==> config.mk <==
export PLATFORM = sky130hd
export DESIGN_NAME = serial_deserializer
export DESIGN_NICKNAME = d
export VERILOG_FILES = /design/src/rtl/serial_deserializer.sv
export SDC_FILE = /design/constraint.sdc
export NUM_CORES = 1
export LEC_CHECK = 0
export ABC_AREA = 1
export BUFFER_PORTS_ARGS = -buffer_cell sky130_fd_sc_hd__buf_2
export CORE_MARGIN = 2
export CORE_UTILIZATION = 35
export DETAILED_ROUTE_END_ITERATION = 8
export PLACE_DENSITY_LB_ADDON = 0.25
export SKIP_LAST_GASP = 1
export SLEW_MARGIN = 10
export SYNTH_ARGS = -nofsm -noshare
export SYNTH_HDL_FRONTEND = slang
export SYNTH_SLANG_ARGS = --single-unit
==> constraint.sdc <==
create_clock -name clk -period 2.3 [get_ports clk]
set_input_delay 0.23 -clock clk [delete_from_list [all_inputs] [get_ports clk]]
set_output_delay 0.23 -clock clk [all_outputs]
set_load 0.03 [all_outputs]
==> src/rtl/serial_deserializer.sv <==
// serial_deserializer
//   Frames a 1-bit serial line (start bit 0, WIDTH data bits, stop bit 1,
//   idle high) and assembles each good frame into a parallel word held in a
//   1-deep output register with a valid/ready handshake. A stop bit sampled
//   low raises a 1-cycle frame_err pulse; a good frame that arrives while the
//   output register is full and not being accepted is dropped and raises a
//   1-cycle overrun pulse.
// Ports
//   clk        single clock, all state on posedge
//   rst        asynchronous, active-high reset
//   in         serial line, one bit per clk
//   out_data   assembled word, stable while out_valid=1
//   out_valid  word available
//   out_ready  consumer accepts word when out_valid && out_ready
//   frame_err  1-cycle pulse: stop bit sampled 0
//   overrun    1-cycle pulse: good frame dropped, output register full
module serial_deserializer #(
  parameter int WIDTH     = 8,
  parameter bit MSB_FIRST = 1'b1
) (
  input  logic             clk,
  input  logic             rst,
  input  logic             in,
  output logic [WIDTH-1:0] out_data,
  output logic             out_valid,
  input  logic             out_ready,
  output logic             frame_err,
  output logic             overrun
);

  localparam int CNT_W = $clog2(WIDTH);
  localparam logic [CNT_W-1:0] CNT_LAST = CNT_W'(WIDTH - 1);

  typedef enum logic [1:0] {
    S_IDLE    = 2'd0,
    S_DATA    = 2'd1,
    S_STOP    = 2'd2,
    S_WAIT_HI = 2'd3
  } state_t;

  state_t             state_q, state_d;
  logic [CNT_W-1:0]   cnt_q, cnt_d;
  logic [WIDTH-1:0]   shift_q, shift_d;
  logic [WIDTH-1:0]   data_q, data_d;
  logic               valid_q, valid_d;
  logic               ferr_q, ferr_d;
  logic               ovr_q, ovr_d;
  logic               load;

  // State register.
  always_ff @(posedge clk or posedge rst) begin
    if (rst) begin
      state_q <= S_IDLE;
    end else begin
      state_q <= state_d;
    end
  end

  // Datapath and output registers.
  always_ff @(posedge clk or posedge rst) begin
    if (rst) begin
      cnt_q   <= '0;
      shift_q <= '0;
      data_q  <= '0;
      valid_q <= 1'b0;
      ferr_q  <= 1'b0;
      ovr_q   <= 1'b0;
    end else begin
      cnt_q   <= cnt_d;
      shift_q <= shift_d;
      data_q  <= data_d;
      valid_q <= valid_d;
      ferr_q  <= ferr_d;
      ovr_q   <= ovr_d;
    end
  end

  // Next-state logic.
  always_comb begin
    state_d = state_q;
    case (state_q)
      S_IDLE: begin
        if (!in) state_d = S_DATA;
        else     state_d = S_IDLE;
      end
      S_DATA: begin
        if (cnt_q == CNT_LAST) state_d = S_STOP;
        else                   state_d = S_DATA;
      end
      S_STOP: begin
        // A low stop bit parks in WAIT_HI so a still-low line is not
        // mistaken for the next start bit.
        if (in) state_d = S_IDLE;
        else    state_d = S_WAIT_HI;
      end
      S_WAIT_HI: begin
        if (in) state_d = S_IDLE;
        else    state_d = S_WAIT_HI;
      end
      default: state_d = S_IDLE;
    endcase
  end

  // Output / datapath logic.
  always_comb begin
    // A good stop bit loads the word if the register is empty or is being
    // drained in this same cycle.
    load = (state_q == S_STOP) && in && (!valid_q || out_ready);

    if (state_q == S_DATA) cnt_d = cnt_q + CNT_W'(1);
    else                   cnt_d = '0;

    if (state_q == S_DATA) begin
      if (MSB_FIRST) shift_d = {shift_q[WIDTH-2:0], in};
      else           shift_d = {in, shift_q[WIDTH-1:1]};
    end else begin
      shift_d = shift_q;
    end

    if (load) data_d = shift_q;
    else      data_d = data_q;

    if (load)                      valid_d = 1'b1;
    else if (valid_q && out_ready) valid_d = 1'b0;
    else                           valid_d = valid_q;

    ferr_d = (state_q == S_STOP) && !in;
    ovr_d  = (state_q == S_STOP) && in && valid_q && !out_ready;
  end

  assign out_data  = data_q;
  assign out_valid = valid_q;
  assign frame_err = ferr_q;
  assign overrun   = ovr_q;

endmodule

==> out/metrics.yaml <==
status: "finished, final reports clean"
final_antenna_net_count: 0
drt_iter0_markers: 25
firstDrtPassIters: 4
finalClockSkew_ns: 0.000712
wl_per_cell_um: 10.9
synth_edf_count: 0
syn-cell-area_um2: 981
io_buffers: 14
max_slew_margin_pct: 40.5
ys_seq_elements: 24
hpwlAfterDp_um: 1110
hold_path.class: "in -> async"
startpoint_type: "register"
synthTopCellsByArea: "dfrtp_1, nand2_1, nand4_1"
drc: 0
synth_nets: 102
crit_buf_inv: 1
nets: 118
fin_setup_tns_ns: 0
async_reset_ff_share_pct: 100
core-area_um2: 2710
tritoncts: "built"
finalPower_mw: 1.38
viasPerCell: 4.58
grt-ovfl-total: 0
slowest_delay_ns: 0.40
cts_inserted_buffers: 3
fin_util_pct: 40.4
fin_crit_sh_pct: 48.7
grt_max_degree: 25
setup.worst_path.class: "reg -> out"
max_slew.worst_pin.slew_ns: 0.891
path_max_fanout: 2
dieArea_um2: 3240
clkSlewWorstSetupHoldPaths_ns: 0.12
ys.flop_type: "dfrtp_1"
cts.sinks: 24
rows: 19
yosysUniqueCellTypes: 16
instances_no_fill: 142
num_io_pins: 15
slew_viol_final: 0
h-tree-depth: 1
yosys-top-cells-count: "nand2_1, dfrtp_1, inv_1, nand4_1"
irDropWorstVdd_mv: 0.525
worst_ep_arrival_time_ns: 0.89
first_global_vias: 640
wl_um: 1540
cp_slowest_cell: "dfrtp_1"
diodes: 0
leakage_nw: 0.592
yosysTopAreaCell: "dfrtp_1"
fin_area_um2: 1100
drive_above_1_share_pct: 24.3
critical_path_required_ns: 2.07
grt_pass1_wl_um: 2680
powerDensity_nw_per_um2: 1260
die_w_um: 56.9
root_buffer: "clkbuf_4"
cts.repair.resized: 0
synth_top_area_share_pct: 61.2
cp-end-kind: "output port"
crit_path_cell_trace: "buf_2"
antenna_found_initial: 0
gr-usage-all-layers_pct: 10.7
syn_inst: 96
fp.dieH_um: 56.9
reg2reg_depth: 4
synth_most_common_cell: "nand2_1"
cts_hold_buffers: 0
gp_congestion: 0.757
rsz0062_at_grt: "no"
area_growth_pct: 11.7
avgSynthCellArea_um2: 10.2
ys_seq_area_share_pct: 61.2
initial_core_util_pct: 36.2
postPlaceCellArea_um2: 1060
finalSetupViolCount: 0
max_cap_viol_count: 0
cp_num_cells: 1
period_minus_slack_ns: 1.12
path_delay_family: "flip-flops"
cts_buffer_depth: 2
via_count: 651
post-place-cells: 138
hold_violations: 0
yosys_warnings: 0
fmax_ghz: 0.893
clock_latency_ns: 0.31
post_cts_buffers: 0
-- layer usage --
metal	GRT usage, %	share of wire (%)	up-vias	routed length [um]
li1	-	-	334	-
met1	13.5	48	299	745
met2	16.9	45	14	692
met3	2.72	4.6	4	71
met4	5.98	2.3	0	36
met5	0	0	-	0
-- cells by family (layout without fill, tap and decap cells) --
kind of cell / Yosys count / in the layout / synth area share, %
simple gates: 48 / 48 / 23.0
flops: 24 / 24 / 61.2
compound gates: 8 / 8 / 6.00
fa+ha+maj: 2 / 2 / 2.55
buf+inv: 14 / 29 / 7.27
-- path summary, 6_finish.rpt --
kind	from	endpoint	slack [ns]
min reg2reg	cnt_q[0]	cnt_q[0]	0.45
max	out_data[2]	out_data[2]	1.18
min in group clk	in	frame_err	0.29
max in group asynchronous	rst	out_data[1]	1.68
max reg2reg	out_valid	out_data[7]	1.18
min	rst	out_valid	0.09
-- layout make-up --
cell class	instances	area (um^2)
Timing Repair Buffer	14	70.1
Fill cell	268	1610
Sequential cell	24	601
Inverter	11	41.3
Clock buffer	4	36.3
Multi-Input combinational cell	58	309
Tap cell	31	38.8
-- flip-flops by register name, indices dropped and copies added, names as in the netlist --
| register | count |
|---|---|
| overrun | 1 |
| frame_err | 1 |
| out_valid | 1 |
| cnt_q | 3 |
| out_data | 8 |
| state_q | 2 |
| shift_q | 8 |
-- report_power, final --
| group | internal, mW | switching (mW) | total [mW] |
|---|---|---|---|
| sequential | 0.576 | 0.0925 | 0.668 |
| clock | 0.0968 | 0.121 | 0.217 |
| combinational | 0.155 | 0.336 | 0.491 |
| total | 0.827 | 0.549 | 1.38 |
-- per-stage QoR --
step	worst slack, ns	hold slack, ns
2_1_floorplan	1.24	0.245
3_3_place_gp	1.21	0.427
3_5_place_dp	1.19	0.439
4_1_cts	1.16	0.109
5_1_grt	1.05	0.153
6_report	1.18	0.0853
-- layout by cell type (no fill, tap or decap) --
master    synthesis  routed
nor2_4            1       1
nor3_1            1       1
nand2_2           1       1
nand3_4           1       1
ha_1              2       2
o21ai_0           4       4
clkbuf_8          0       1
clkbuf_4          0       3
nand4_1           8       8
nand2_1          32      32
inv_2             2       2
o21ai_2           3       3
dfrtp_1          24      24
inv_1             9       9
nor2_1            4       4
buf_2             0      14
o22ai_2           1       1
(Power assumes the default switching activity.)
